<file path="src/rtl/bip_datapath_mc.sv">
`default_nettype none
// ============================================================================
// Module   : bip_datapath_mc
// Brief    : Parametrised BIP accumulator datapath with an 8-operation ALU,
//            registered Z/N/C/V flags and an optional multi-cycle shift-add
//            multiplier (enabled by defining the macro BIP_MUL_EN).
// Revision : 1.0 - initial release
// ============================================================================
module bip_datapath_mc #(
    parameter int N = 15,
    parameter int A = 10
) (
    input  logic         clk,
    input  logic         Clear,
    input  logic [1:0]   SelA,
    input  logic         SelB,
    input  logic         WrAcc,
    input  logic [2:0]   Op,
    input  logic [A:0]   Addr,
    input  logic [N:0]   Out_Data,
    output logic [N:0]   In_Data,
    output logic [A:0]   Addr_DM,
    output logic         Busy,
    output logic         Done,
    output logic         Zero,
    output logic         Neg,
    output logic         Carry,
    output logic         Ovf
);

    localparam logic [2:0] c_OP_ADD = 3'b000;
    localparam logic [2:0] c_OP_SUB = 3'b001;
    localparam logic [2:0] c_OP_AND = 3'b010;
    localparam logic [2:0] c_OP_OR  = 3'b011;
    localparam logic [2:0] c_OP_XOR = 3'b100;
    localparam logic [2:0] c_OP_SHL = 3'b101;
    localparam logic [2:0] c_OP_SRA = 3'b110;
    localparam logic [2:0] c_OP_MUL = 3'b111;

    logic [N:0]   r_acc;
    logic         r_zero, r_neg, r_carry, r_ovf;
    logic [N:0]   w_addr_sx;
    logic [N:0]   w_b;
    logic [N:0]   w_alu_res;
    logic         w_alu_c;
    logic         w_alu_v;
    logic [N+1:0] w_sum;
    logic         w_busy;
    logic         w_wr;

    assign w_addr_sx = {{(N-A){Addr[A]}}, Addr};
    assign w_b       = SelB ? Out_Data : w_addr_sx;
    assign Addr_DM   = Addr;
    assign In_Data   = r_acc;
    assign Zero      = r_zero;
    assign Neg       = r_neg;
    assign Carry     = r_carry;
    assign Ovf       = r_ovf;

    // ALU: shared adder handles SUB as a + ~b + 1 so Carry means "no borrow"
    always_comb begin
        w_sum     = '0;
        w_alu_res = r_acc;
        w_alu_c   = 1'b0;
        w_alu_v   = 1'b0;
        case (Op)
            c_OP_ADD: begin
                w_sum     = {1'b0, r_acc} + {1'b0, w_b};
                w_alu_res = w_sum[N:0];
                w_alu_c   = w_sum[N+1];
                w_alu_v   = (r_acc[N] == w_b[N]) && (w_sum[N] != r_acc[N]);
            end
            c_OP_SUB: begin
                w_sum     = {1'b0, r_acc} + {1'b0, ~w_b} + {{(N+1){1'b0}}, 1'b1};
                w_alu_res = w_sum[N:0];
                w_alu_c   = w_sum[N+1];
                w_alu_v   = (r_acc[N] != w_b[N]) && (w_sum[N] != r_acc[N]);
            end
            c_OP_AND: w_alu_res = r_acc & w_b;
            c_OP_OR:  w_alu_res = r_acc | w_b;
            c_OP_XOR: w_alu_res = r_acc ^ w_b;
            c_OP_SHL: begin
                w_alu_res = {r_acc[N-1:0], 1'b0};
                w_alu_c   = r_acc[N];
            end
            c_OP_SRA: begin
                w_alu_res = {r_acc[N], r_acc[N:1]};
                w_alu_c   = r_acc[0];
            end
            default: w_alu_res = r_acc;
        endcase
    end

    // Single-cycle writes never start while a multiply owns the accumulator;
    // SelA=00 with MUL is routed to the multiplier (or ignored without it)
    assign w_wr = WrAcc && !w_busy && (SelA != 2'b11) &&
                  !((SelA == 2'b00) && (Op == c_OP_MUL));

`ifdef BIP_MUL_EN
    localparam int        c_CW   = $clog2(N + 1);
    localparam logic [c_CW-1:0] c_LAST = c_CW'(N);

    typedef enum logic [0:0] {
        ST_IDLE = 1'b0,
        ST_MUL  = 1'b1
    } state_t;

    state_t          r_state, w_state_nxt;
    logic [c_CW-1:0] r_cnt;
    logic [N:0]      r_mcand, r_mplier, r_prod;
    logic [N:0]      w_prod_step;
    logic            r_done;
    logic            w_issue, w_last;

    assign w_busy      = (r_state == ST_MUL);
    assign w_issue     = WrAcc && (SelA == 2'b00) && (Op == c_OP_MUL) && !w_busy;
    assign w_last      = w_busy && (r_cnt == c_LAST);
    assign w_prod_step = r_prod + (r_mplier[0] ? r_mcand : '0);
    assign Busy        = w_busy;
    assign Done        = r_done;

    // Multiplier state register
    always_ff @(posedge clk or negedge Clear) begin
        if (!Clear) r_state <= ST_IDLE;
        else        r_state <= w_state_nxt;
    end

    // Next-state: stay in ST_MUL for N+1 iterations after issue
    always_comb begin
        w_state_nxt = r_state;
        case (r_state)
            ST_IDLE: if (w_issue) w_state_nxt = ST_MUL;
            ST_MUL:  if (w_last)  w_state_nxt = ST_IDLE;
            default: w_state_nxt = ST_IDLE;
        endcase
    end

    // Shift-add datapath: one multiplier bit consumed per clock
    always_ff @(posedge clk or negedge Clear) begin
        if (!Clear) begin
            r_cnt    <= '0;
            r_mcand  <= '0;
            r_mplier <= '0;
            r_prod   <= '0;
            r_done   <= 1'b0;
        end else begin
            r_done <= w_last;
            if (w_issue) begin
                r_cnt    <= '0;
                r_mcand  <= r_acc;
                r_mplier <= w_b;
                r_prod   <= '0;
            end else if (w_busy) begin
                r_cnt    <= w_last ? '0 : r_cnt + 1'b1;
                r_mcand  <= {r_mcand[N-1:0], 1'b0};
                r_mplier <= {1'b0, r_mplier[N:1]};
                r_prod   <= w_prod_step;
            end
        end
    end
`else
    assign w_busy = 1'b0;
    assign Busy   = 1'b0;
    assign Done   = 1'b0;
`endif

    // Accumulator and flags; MUL completion takes priority over normal writes
    always_ff @(posedge clk or negedge Clear) begin
        if (!Clear) begin
            r_acc   <= '0;
            r_zero  <= 1'b0;
            r_neg   <= 1'b0;
            r_carry <= 1'b0;
            r_ovf   <= 1'b0;
        end else begin
`ifdef BIP_MUL_EN
            if (w_last) begin
                r_acc   <= w_prod_step;
                r_zero  <= (w_prod_step == '0);
                r_neg   <= w_prod_step[N];
                r_carry <= 1'b0;
                r_ovf   <= 1'b0;
            end else
`endif
            if (w_wr) begin
                case (SelA)
                    2'b00: begin
                        r_acc   <= w_alu_res;
                        r_zero  <= (w_alu_res == '0);
                        r_neg   <= w_alu_res[N];
                        r_carry <= w_alu_c;
                        r_ovf   <= w_alu_v;
                    end
                    2'b01: begin
                        r_acc  <= w_addr_sx;
                        r_zero <= (w_addr_sx == '0);
                        r_neg  <= w_addr_sx[N];
                    end
                    default: begin
                        r_acc  <= Out_Data;
                        r_zero <= (Out_Data == '0);
                        r_neg  <= Out_Data[N];
                    end
                endcase
            end
        end
    end

endmodule
`default_nettype wire

</file>
<file path="config.mk">
export PLATFORM = sky130hd
export DESIGN_NAME = bip_datapath_mc
export DESIGN_NICKNAME = d
export VERILOG_FILES = /design/src/rtl/bip_datapath_mc.sv
export SDC_FILE = /design/constraint.sdc
export NUM_CORES = 1
export LEC_CHECK = 0
export BUFFER_PORTS_ARGS = -buffer_cell sky130_fd_sc_hd__buf_2
export CAP_MARGIN = 20
export CORE_UTILIZATION = 40
export DETAILED_ROUTE_END_ITERATION = 12
export PLACE_DENSITY_LB_ADDON = 0.05
export RECOVER_POWER = 25
export SYNTH_ARGS = -nofsm -noshare
export SYNTH_HDL_FRONTEND = slang
export SYNTH_SLANG_ARGS = --single-unit
</file>
<file path="constraint.sdc">
create_clock -name clk -period 4.1 [get_ports clk]
set_input_delay 0.82 -clock clk [delete_from_list [all_inputs] [get_ports clk]]
set_output_delay 0.82 -clock clk [all_outputs]
set_load 0.02 [all_outputs]
</file>
Yosys cells after proc, flatten, opt, wreduce, memory -nomap -nowiden
Index checks and enable logic that the tools add are counted.
Widths: inputs -> output; s select.
{ "op_classes": {"n_addsub": 3, "n_eq_ne": 13, "mux": 7, "reduce_logical": 12, "n_bitwise": 4} }
{ "op_table": {"columns": ["cell", "count"], "rows": [
  ["$pmux 16 s7", 1],
  ["$logic_not 16->1", 3],
  ["$add 16x16->17", 2],
  ["$pmux 16 s2", 1],
  ["$add 17x1->17 const B", 1],
  ["$and 16x16->16", 1],
  ["$mux 16", 1],
  ["$not 16->16", 1],
  ["$or 16x16->16", 1],
  ["$xor 16x16->16", 1],
  ["$eq 3x3->1 const B", 4],
  ["$eq 3x2->1 const B", 2],
  ["$pmux 1 s2", 3],
  ["$logic_and 1x1->1", 5],
  ["$pmux 1 s4", 1],
  ["$eq 3x1->1 const B", 1],
  ["$logic_not 3->1", 1],
  ["$ne 1x1->1", 3],
  ["$eq 2x1->1 const B", 1],
  ["$logic_not 2->1", 1],
  ["$ne 2x2->1 const B", 1],
  ["$reduce_and 2->1", 1],
  ["$eq 1x1->1", 1],
  ["$logic_not 1->1", 1]
]} }
{ "word_totals": {"out_inout_bits": 33, "elab_cells": 44, "ff_bits": 20} }

Logic depth before layout (Yosys ltp)
Gate-level depths: netlist of the first run.
{ "depth": {"depth_word": 7, "depth_mapped": 14} }

Worst setup path before layout of the first run
No wires, ideal clock.
{ "synth_path": {"path_kind": "in2reg", "start": "input SelB", "end": "register r_zero, in the netlist Zero", "t_arrival_ps": 4013, "setup_time_ps": 92, "slack_ps": -5, "path_buffers": 3, "cell_stages": 14, "t_required_ps": 4008, "cell_sequence": "clkbuf_1 -> clkbuf_1 -> mux2i_1 -> ha_1 -> buf_2 -> nor3b_1 -> a2111oi_1 -> o311ai_1 -> and2_1 -> a311oi_1 -> a211oi_1 -> a211oi_1 -> nand4b_1 -> o31ai_2"} }
{ "synth_between": {"elab_chain_len": 7, "elab_cells_between_ends": 11, "classes_between": "add/sub (3); mux (3); bitwise (4); reduce/logical (1)"} }
{ "synth_rtl": {"columns": ["item", "line_no", "text"], "rows": [
  ["start: declaration", "16", "input logic SelB,"],
  ["$mux 16 (*)", "52", "assign w_b = SelB ? Out_Data : w_addr_sx;"],
  ["$not 16->16", "74", "w_sum = {1'b0, r_acc} + {1'b0, ~w_b} + {{(N+1){1'b0}}, 1'b1};"],
  ["$add 16x16->17", "74", null],
  ["$add 17x1->17", "74", null],
  ["$pmux 16 s7 (*)", "66", "case (Op)"],
  ["$logic_not 16->1 (*)", "189", "r_zero <= (w_alu_res == '0);"],
  ["$pmux 1 s2 (*)", "186", "case (SelA)"],
  ["end signal: assignment", "189", null],
  ["end signal: assignment", "196", "r_zero <= (w_addr_sx == '0);"],
  ["end signal: assignment", "201", "r_zero <= (Out_Data == '0);"],
  ["end: declaration", "41", "logic r_zero, r_neg, r_carry, r_ovf;"]
]} }
Mark *: on every way between the ends. The rest lies on a longest branch, timed or not.
A chain may end at the register's enable or synchronous reset.

Worst setup path after layout of the first run
Ends and elaborated chain as after synthesis.

==> key figures, run 1 <==
Synthesis
  • Yosys warns: 0
  • Synth top area cells: ha_1 (16%), dfrtp_1 (11%), a21oi_1 (6.0%), mux2i_1 (4.9%), inv_1 (4.6%)
  • Share of the yosys chip area belonging to registers: 10.5%
  • Avg Cell Area, Syn: 7.37 um2
  • Post-synth EDFFs: 0
  • Mapped Area: 4520 um2
  • Ys flop type: dfrtp_1
  • Post-synth top area share: 16.3%
  • Synth cell types: 79
  • Post-synth top cells: ha_1 (59), inv_1 (56), a21oi_1 (54)
  • Asr flop ratio synth: 100%
  • Most common cell in the netlist: ha_1
  • Number of synthesized register bits: 19
  • Mapped Cells: 614
  • Area leader, netlist: ha_1

Die
  • Num rows: 38
  • I/O Pins: 69
  • Die width: 108 um
  • Initial Utilization: 41.4%
  • Die Y: 108 um
  • Area of the core: 10900 um2
  • Die area: 11700 um2

Layout
  • Final Util: 48.5%
  • Area Overhead vs Synth: 17.3%
  • Nets: 785
  • Share of layout cells above drive strength 1: 22.6%
  • Non-Filler Instances: 827
  • Design Area, Final: 5310 um2
  • # diodes: 0

Timing
  • Final clock period utilization by the worst path: 96.6%
  • Worst Max-Slew Pin Slew: 1.16 ns
  • Min cycle time layout: 3.96 ns
  • Final Max Slew Viols: 0
  • Setup ws final: 0.139 ns
  • Worst slew margin: 22.9%
  • Setup tns final: 0 ns
  • Fin Hold WS: 0.505 ns
  • Highest clock rate: 252 MHz
  • # setup viols final: 0
  • Max Clock Skew: 0.00161 ns
  • Final Hold Violating Endpoints: 0

Pwr
  • VDD IR max: 0.162 mV
  • Pwr Total: 1.73 mW
  • Pleak: 2.49 nW
  • P per Cell Area: 326 nW/um2

Min path
  • Worst Hold Path Cells: 1
  • Kind of path behind the tightest hold check: flop to flop
  • Worst Hold Launch: Carry$_DFFE_PN0P_

Placed design
  • Port bufs: 66
  • Worst slack, placed: -0.165 ns
  • DPL Wire Length: 13.4 mm
  • Placed insts: 822
  • Post-placement cell area: 5180 um2
  • GP Congestion: 0.971

Outcome
  • Outcome: completed

Drt
  • Antenna viol nets, final: 0
  • DR vias/cell: 6.22
  • Routed wire length: 17.2 mm
  • First drt pass iteration count: 5
  • DRC: 0
  • DRT iter0 DRCs: 634
  • Routed WL per cell: 20.8 um
  • Via count: 5148

Critical path
  • CP Cell Sequence: clkbuf_4 > mux2i_2 > inv_1 > ha_1 > fa_1 > or2_1 > a211oi_4 > o31ai_1 > nor3b_1 > o32ai_2 > nand3_1 > nor4b_2 > nand4b_1 > o31ai_2
  • Crit path DAT: 4.13 ns
  • Worst Path Max Fanout: 7
  • Critical Path Start: SelB
  • Worst reg2reg path depth: 12
  • Slowest-stage cell, CP: fa_1
  • Worst setup SP type: primary input
  • Slowest stage delay, CP: 0.45 ns
  • Critical Setup Path Class: primary input to flop
  • RR Startpoint: In_Data[1]$_DFFE_PN0P_
  • Flop2flop setup slack: 0.49 ns
  • Endpoint class of the critical path: flop
  • Worst EP required: 4.26 ns

GRT
  • Total grt overflow: 0
  • Global-route wire length before repair: 26.5 mm
  • Vias in the first global route: 4738
  • Largest net degree at the start of global routing: 34
  • Initial antenna violation count: 0
  • GRT Resource Usage Total: 29.5%

Clock network
  • Clock-pin slew on the worst setup and hold paths: 0.06 ns
  • Clock tree buffer depth: 2
  • Root Buffer: clkbuf_16
  • CTS tree: built
  • TritonCTS Buffers: 3
  • H-tree depth: 1
  • Clk_lat worst skew: 0.25 ns
  • CTS sink cnt: 19

Run
  • Max Cap Viol: 0
cells by family (layout without fill, tap and decap cells):
group | Yosys count | after routing | synth area share, %
compound gates | 226 | 226 | 35.2
simple gates | 155 | 155 | 17.1
buf+inv | 112 | 184 | 10.8
fa+ha+maj | 61 | 61 | 17.2
mux | 31 | 31 | 7.36
flops | 19 | 19 | 10.5
xor+xnor | 9 | 9 | 1.74
other cells | 1 | 2 | 0.0829
repair_timing:
| action | CTS | global route |
|---|---|---|
| setup buffers | 0 | 1 |
| setup endpoints to repair | 0 | 3 |
| hold buffers | 0 | 0 |
| gates resized for setup | 0 | 6 |
power by group:
part           internal, mW  leakage, nW  switching [mW]
Sequential            0.219        0.235          0.0743
Combinational         0.506         2.21           0.725
Clock                 0.132       0.0382          0.0739
Total                 0.857         2.49           0.873
flip-flops by register name, summed over array words and instances (netlist names):
signal   count
Carry        1
In_Data     16
Ovf          1
Zero         1
worst max-delay path, delay by kind of cell:
family / cells / cell delay [ns]
AND/OR/NAND/NOR: 5 / 1.03
multiplexers: 1 / 0.26
buffers and inverters: 2 / 0.27
adder cells (fa/ha/maj): 2 / 0.68
AO/OA/AOI/OAI: 4 / 1.05
layer usage:
layer  vias up  wire [um]  track usage [%]
met4         0        330             8.49
met2       262       7360             43.7
met5         -          0                0
li1       2415          -                -
met3        25       1340             2.65
met1      2446       8150             44.9
cells in the final DEF (no fill, tap or decap), types with 4 or more instances in the layout:
cell      synthesis  routed
buf_2            13      64
ha_1             59      59
inv_1            56      56
buf_4            14      55
a21oi_1          54      54
nor2_1           43      43
o21ai_0          38      38
nand2_1          34      34
mux2i_1          22      21
dfrtp_1          19      19
nor3_1           14      14
nand3_1          12      12
a31oi_1          11      11
a21o_1           10      10
o22ai_1           9       9
o211ai_1          8       8
o31ai_1           9       8
mux2_2            8       8
nor2b_1           8       8
a221oi_1          8       8
a221o_1           7       7
nand2b_1          7       7
a211oi_1          7       7
xnor2_1           7       7
nor4_1            7       7
o21a_1            6       6
and3_1            6       6
nand4_1           5       5
o32ai_1           6       5
o21ai_1           4       4
or3_1             4       4
a311oi_1          4       4
o311ai_0          4       4
final timing paths:
kind                                                end
worst max-delay path                   Zero$_DFFE_PN0P_
worst min-delay path                  Carry$_DFFE_PN0P_
worst max register to register  In_Data[13]$_DFFE_PN0P_
worst min register to register        Carry$_DFFE_PN0P_
max in group asynchronous        In_Data[0]$_DFFE_PN0P_
min in group asynchronous               Ovf$_DFFE_PN0P_
area by class of cell:
cell class / instances / area [um2]
clock buffers: 4 / 78.8
fillers: 1130 / 5630
inverters: 59 / 221
multi-input cells: 484 / 3610
flip-flops and latches: 19 / 475
well taps: 140 / 175
repair buffers: 121 / 744
Note: power is estimated with default switching activity, not from simulation.
==> inputs of run 2 (changes only) <==
ABC_AREA = 1   (was not set)
CORE_UTILIZATION = 60   (was 40)
PLACE_DENSITY = 0.87   (was not set)
PLACE_DENSITY_LB_ADDON = not set   (was 0.05)
==> key figures, run 2 <==
Placed design
  • DPL Wire Length: 12.3 mm
  • Port bufs: 66
  • Post-placement cell area: 4820 um2
  • GP Congestion: 1.03

GRT
  • Vias in the first global route: 4873
  • Global-route wire length before repair: 23.5 mm
  • Largest net degree at the start of global routing: 26
  • GRT Resource Usage Total: 39.3%
  • Total grt overflow: 0
  • Initial antenna violation count: 0

Clock network
  • Clk_lat worst skew: 0.26 ns
  • CTS sink cnt: 19
  • Clock tree buffer depth: 2
  • H-tree depth: 1
  • TritonCTS Buffers: 3
  • Post-CTS setup buffer count: 0
  • Clock-pin slew on the worst setup and hold paths: 0.07 ns
  • # hold bufs at CTS: 0
  • Post-cts resize count: 0
  • CTS tree: built
  • Root Buffer: clkbuf_8

Synthesis
  • Yosys warns: 0
  • Most common cell in the netlist: nand2_1
  • Synth top area cells: nand2_1 (19%), ha_1 (16%), dfrtp_1 (11%), inv_1 (10%), nand3_1 (9.8%)
  • Avg Cell Area, Syn: 5.70 um2
  • Asr flop ratio synth: 100%
  • Ys flop type: dfrtp_1
  • Synth cell types: 43
  • Share of the yosys chip area belonging to registers: 10.5%
  • Mapped Area: 4520 um2
  • Post-synth EDFFs: 0
  • Post-synth top cells: nand2_1 (232), inv_1 (125), nand3_1 (89)
  • Area leader, netlist: nand2_1
  • Mapped Cells: 794
  • Number of synthesized register bits: 19
  • Post-synth top area share: 19.3%

Drt
  • DRC: 0
  • Antenna viol nets, final: 0
  • Routed wire length: 14.9 mm
  • First drt pass iteration count: 6
  • DR vias/cell: 5.89
  • DRT iter0 DRCs: 604
  • Routed WL per cell: 15.9 um
  • Via count: 5508

Die
  • Initial Utilization: 62.4%
  • Area of the core: 7250 um2
  • Die width: 88.8 um
  • Die area: 7890 um2
  • Die Y: 88.8 um
  • Num rows: 31
  • I/O Pins: 69

Pwr
  • VDD IR max: 0.233 mV
  • P per Cell Area: 303 nW/um2
  • Pleak: 2.72 nW

Timing
  • Final Hold Violating Endpoints: 0
  • Worst slew margin: 32.0%
  • Highest clock rate: 285 MHz
  • Setup tns final: 0 ns
  • Max Clock Skew: 0.00678 ns
  • Final clock period utilization by the worst path: 85.7%
  • Min cycle time layout: 3.51 ns
  • Final Max Slew Viols: 0
  • RSZ-0062 raised after global routing: false
  • Worst Max-Slew Pin Slew: 1.02 ns
  • # setup viols final: 0

Critical path
  • Worst EP required: 4.29 ns
  • RR Startpoint: In_Data[1]$_DFFE_PN0P_
  • Endpoint class of the critical path: flop
  • Crit Reg-Reg Endpoint: Ovf$_DFFE_PN0P_
  • Worst Path Max Fanout: 25
  • Critical Setup Path Class: primary input to flop
  • Crit path DAT: 3.70 ns
  • Flop2flop setup slack: 1.28 ns
  • Critical Path Start: SelB
  • Setup crit end: Zero$_DFFE_PN0P_
  • Worst reg2reg path depth: 12
  • Worst setup SP type: primary input

Layout
  • Design Area, Final: 4860 um2
  • Nets: 934
  • Area Overhead vs Synth: 7.50%
  • # diodes: 0
  • Most frequent cells in the layout: nand2_1 (232), inv_1 (125), nand3_1 (89), buf_2 (65), nor2_1 (60)
  • Share of layout cells above drive strength 1: 11.2%
  • Largest register FFs: 16
  • Commonest non-fill, non-tap cell in the layout: nand2_1
  • Fillcell total: 705

Min path
  • Kind of path behind the tightest hold check: flop to flop

Run
  • Max Cap Viol: 0

Outcome
  • Outcome: completed
[run 2: cell types whose count changed after synthesis, sizes merged, moves of 9 or more]
| cell | delta |
|---|---|
| clkbuf | -17 |
| a21o | -10 |
| a21oi | -22 |
| a31oi | -10 |
| mux2i | -22 |
| nand2 | +199 |
| nor2 | +20 |
| nand3 | +80 |
| a211oi | -9 |
| o31ai | -10 |
| inv | +71 |
[run 2: critical path, stage by stage]
cell	delay, ns
buf_2	0.22
o21ai_0	0.32
inv_1	0.10
ha_1	0.26
fa_1	0.51
or2_2	0.33
nand3_1	0.08
nand2_1	0.06
nor2_1	0.09
nand2_1	0.10
nand2_1	0.10
nand2_1	0.05
nor2_1	0.11
nand3_1	0.11
nor3_2	0.18
nand3_1	0.12
a21oi_1	0.14
[run 2: worst min path at each step]
stage / startpoint / to / cells past startpoint
3_3_place_gp: Carry$_DFFE_PN0P_ / Carry$_DFFE_PN0P_ / 2
4_1_cts: Carry$_DFFE_PN0P_ / Carry$_DFFE_PN0P_ / 2
2_1_floorplan: Clear / Carry$_DFFE_PN0P_ / 0
3_5_place_dp: Carry$_DFFE_PN0P_ / Carry$_DFFE_PN0P_ / 2
5_1_grt: Ovf$_DFFE_PN0P_ / Ovf$_DFFE_PN0P_ / 2
6_report: Carry$_DFFE_PN0P_ / Carry$_DFFE_PN0P_ / 2
[run 2: metrics by stage]
step	hold slack [ns]	instances	utilization [%]	power, mW	setup slack [ns]
after global routing	0.518	935	67.0	1.61	0.339
final	0.492	935	67.0	1.47	0.588
after CTS	0.493	935	67.1	1.44	0.640
after global placement	0.462	931	66.4	1.28	0.392
after floorplan	0.524	795	-	1.02	0.993
after detailed placement	0.475	931	66.4	1.30	0.382
[run 2: area by class of cell]
| type | instances | area [um2] | area share (%) |
|---|---|---|---|
| multi-input combinational | 611 | 3350 | 69.0 |
| inverter | 130 | 488 | 10.0 |
| sequential | 19 | 475 | 9.78 |
| timing repair buffer | 72 | 374 | 7.69 |
| tap | 99 | 124 | 2.55 |
| clock buffer | 3 | 41.3 | 0.849 |
| clock inverter | 1 | 5.00 | 0.103 |
[run 2: logic make-up (layout without fill, tap and decap cells)]
family                     Yosys count  in the layout  synth area share [%]
adders and majority gates           61             61                  17.2
AOI/OAI and AO/OA                  114            114                  15.1
buffers and inverters              165            206                  15.4
other                                1              2                0.0829
and+or+nand+nor                    432            432                  41.3
xor gates and xnor gates             2              2                 0.387
DFF                                 19             19                  10.5
[run 2: report_power, final]
| part | internal (mW) | switching (mW) |
|---|---|---|
| combinational | 0.342 | 0.729 |
| clock | 0.0677 | 0.0644 |
| sequential | 0.218 | 0.0517 |
[run 2: routing by layer]
layer	track usage, %	wire, um	share of wire (%)	vias to the layer above
met2	62.1	6420	43	355
li1	-	-	-	2660
met1	55.3	6470	43	2463
met5	0	0	0	-
met3	5.60	1710	11	30
met4	12.0	303	2.0	0
==> inputs of run 3 (changes only) <==
BUFFER_PORTS_ARGS = -buffer_cell sky130_fd_sc_hd__buf_4   (was -buffer_cell sky130_fd_sc_hd__buf_2)
==> key figures, run 3 (synthesis gave the netlist of run 2 again) <==
Outcome
  • Outcome: completed

Drt
  • Routed WL per cell: 16.7 um
  • Via count: 5748
  • Routed wire length: 15.6 mm
  • DR vias/cell: 6.14
  • Antenna viol nets, final: 0
  • DRC: 0
  • DRT iter0 DRCs: 639
  • First drt pass iteration count: 6

Layout
  • Area Overhead vs Synth: 11.3%
  • Most frequent cells in the layout: nand2_1 (232), inv_1 (125), nand3_1 (89), buf_4 (72), nor2_1 (60)
  • # diodes: 0
  • Share of layout cells above drive strength 1: 11.4%
  • Nets: 935
  • Commonest non-fill, non-tap cell in the layout: nand2_1
  • Largest register FFs: 16

Placed design
  • DPL Wire Length: 12.7 mm
  • GP Congestion: 1.04
  • Port bufs: 66

Timing
  • Setup tns final: 0 ns
  • # setup viols final: 0
  • Worst slew margin: 31.5%
  • Final Max Slew Viols: 0
  • Highest clock rate: 272 MHz
  • Fin Hold WS: 0.500 ns
  • Final Hold Violating Endpoints: 0
  • Min cycle time layout: 3.68 ns
  • Worst Max-Slew Pin Slew: 1.03 ns
  • Final clock period utilization by the worst path: 89.8%
  • RSZ-0062 raised after global routing: false
  • Max Clock Skew: 0.00915 ns

Clock network
  • CTS sink cnt: 19
  • TritonCTS Buffers: 3
  • Post-cts resize count: 0
  • CTS tree: built
  • Post-CTS setup buffer count: 0
  • Clock-pin slew on the worst setup and hold paths: 0.08 ns
  • Clock tree buffer depth: 2
  • H-tree depth: 1
  • # hold bufs at CTS: 0
  • Root Buffer: clkbuf_8
  • Clk_lat worst skew: 0.26 ns

GRT
  • Vias in the first global route: 5000
  • GRT Resource Usage Total: 40.6%
  • Global-route wire length before repair: 24.4 mm
  • Largest net degree at the start of global routing: 26
  • Initial antenna violation count: 0
  • Total grt overflow: 0

Critical path
  • Critical Setup Path Class: primary input to flop
  • Worst setup SP type: primary input
  • RR Startpoint: In_Data[1]$_DFFE_PN0P_
  • Worst reg2reg path depth: 12
  • Crit Reg-Reg Endpoint: Ovf$_DFFE_PN0P_
  • CP top delay family: simple AND/OR/NAND/NOR gates
  • Flop2flop setup slack: 1.13 ns
  • Most frequent CP cell: nand2_1
  • CP Cell Sequence: buf_4 > o21ai_0 > inv_1 > fa_1 > or2_2 > nand3_1 > nand2_1 > nor2_1 > nand2_1 > nand2_1 > nand2_1 > nor2_1 > nand3_1 > nor3_2 > nand3_1 > a21oi_1
  • Worst EP required: 4.29 ns
  • Slowest-stage cell, CP: o21ai_0
  • Endpoint class of the critical path: flop
  • Slowest stage delay, CP: 0.58 ns
  • Worst path bufs/invs: 2
  • Worst Path Max Fanout: 25
  • Crit path DAT: 3.87 ns

Pwr
  • Pwr Total: 1.52 mW
  • Pleak: 2.78 nW
  • VDD IR max: 0.247 mV
  • P per Cell Area: 303 nW/um2

Die
  • I/O Pins: 69
  • Initial Utilization: 62.4%
  • Num rows: 31
  • Die Y: 88.8 um
  • Area of the core: 7250 um2
  • Die area: 7890 um2
  • Die width: 88.8 um

Min path
  • Worst Hold Path Cells: 2
  • Kind of path behind the tightest hold check: flop to flop
  • Hold Path End: Ovf$_DFFE_PN0P_
  • Worst Hold Launch: Ovf$_DFFE_PN0P_

Run
  • Max Cap Viol: 0
==> run 3: cell count changes in the layout (fill, tap and decap cells not counted) <==
| cell | previous run | this run |
|---|---|---|
| buf_4 | 6 | 72 |
| buf_2 | 65 | 0 |
==> run 3: stage by stage <==
stage	util (%)	area [um2]	cells	setup WS [ns]
floorplan	-	4530	795	0.993
global placement	68.8	4990	932	0.376
detailed placement	68.8	4990	932	0.318
CTS	69.4	5040	936	0.587
global route	69.4	5030	936	0.241
finish	69.4	5030	936	0.417
==> run 3: area by class of cell <==
type                            instances  area [um2]
Clock buffer                            3        41.3
Clock inverter                          1        5.00
Fill cell                             666        2220
Inverter                              130         488
Multi-Input combinational cell        611        3350
Sequential cell                        19         475
Tap cell                               99         124
Timing Repair Buffer                   73         544
==> run 3: report_power, final <==
part           switching, mW  total, mW  leakage (nW)  internal [mW]
Sequential            0.0545      0.272         0.226          0.218
Clock                 0.0652      0.133        0.0255         0.0677
Combinational          0.744       1.12          2.53          0.374
==> run 3: per-layer routing <==
layer  GRT usage (%)  routed length (um)  up-vias
met5               0                   0        -
met4            12.2                 465        0
met3            6.81                2030       49
met2            63.6                6630      440
met1            56.8                6490     2601
li1                -                   -     2658
==> run 3: tightest hold or removal path, stage by stage, from the launching register on <==
cell	delay (ns)
dfrtp_1	0.36
nand2_1	0.06
nand2_1	0.06
==> run 3: worst max path at each step <==
stage | depth (start not counted) | endpoint | slack (ns) | start
2_1_floorplan | 18 | Zero$_DFFE_PN0P_ | 0.99 | SelB
3_3_place_gp | 16 | Zero$_DFFE_PN0P_ | 0.38 | SelB
3_5_place_dp | 16 | Zero$_DFFE_PN0P_ | 0.32 | SelB
4_1_cts | 16 | Zero$_DFFE_PN0P_ | 0.59 | SelB
5_1_grt | 16 | Zero$_DFFE_PN0P_ | 0.24 | SelB
6_report | 16 | Zero$_DFFE_PN0P_ | 0.42 | SelB
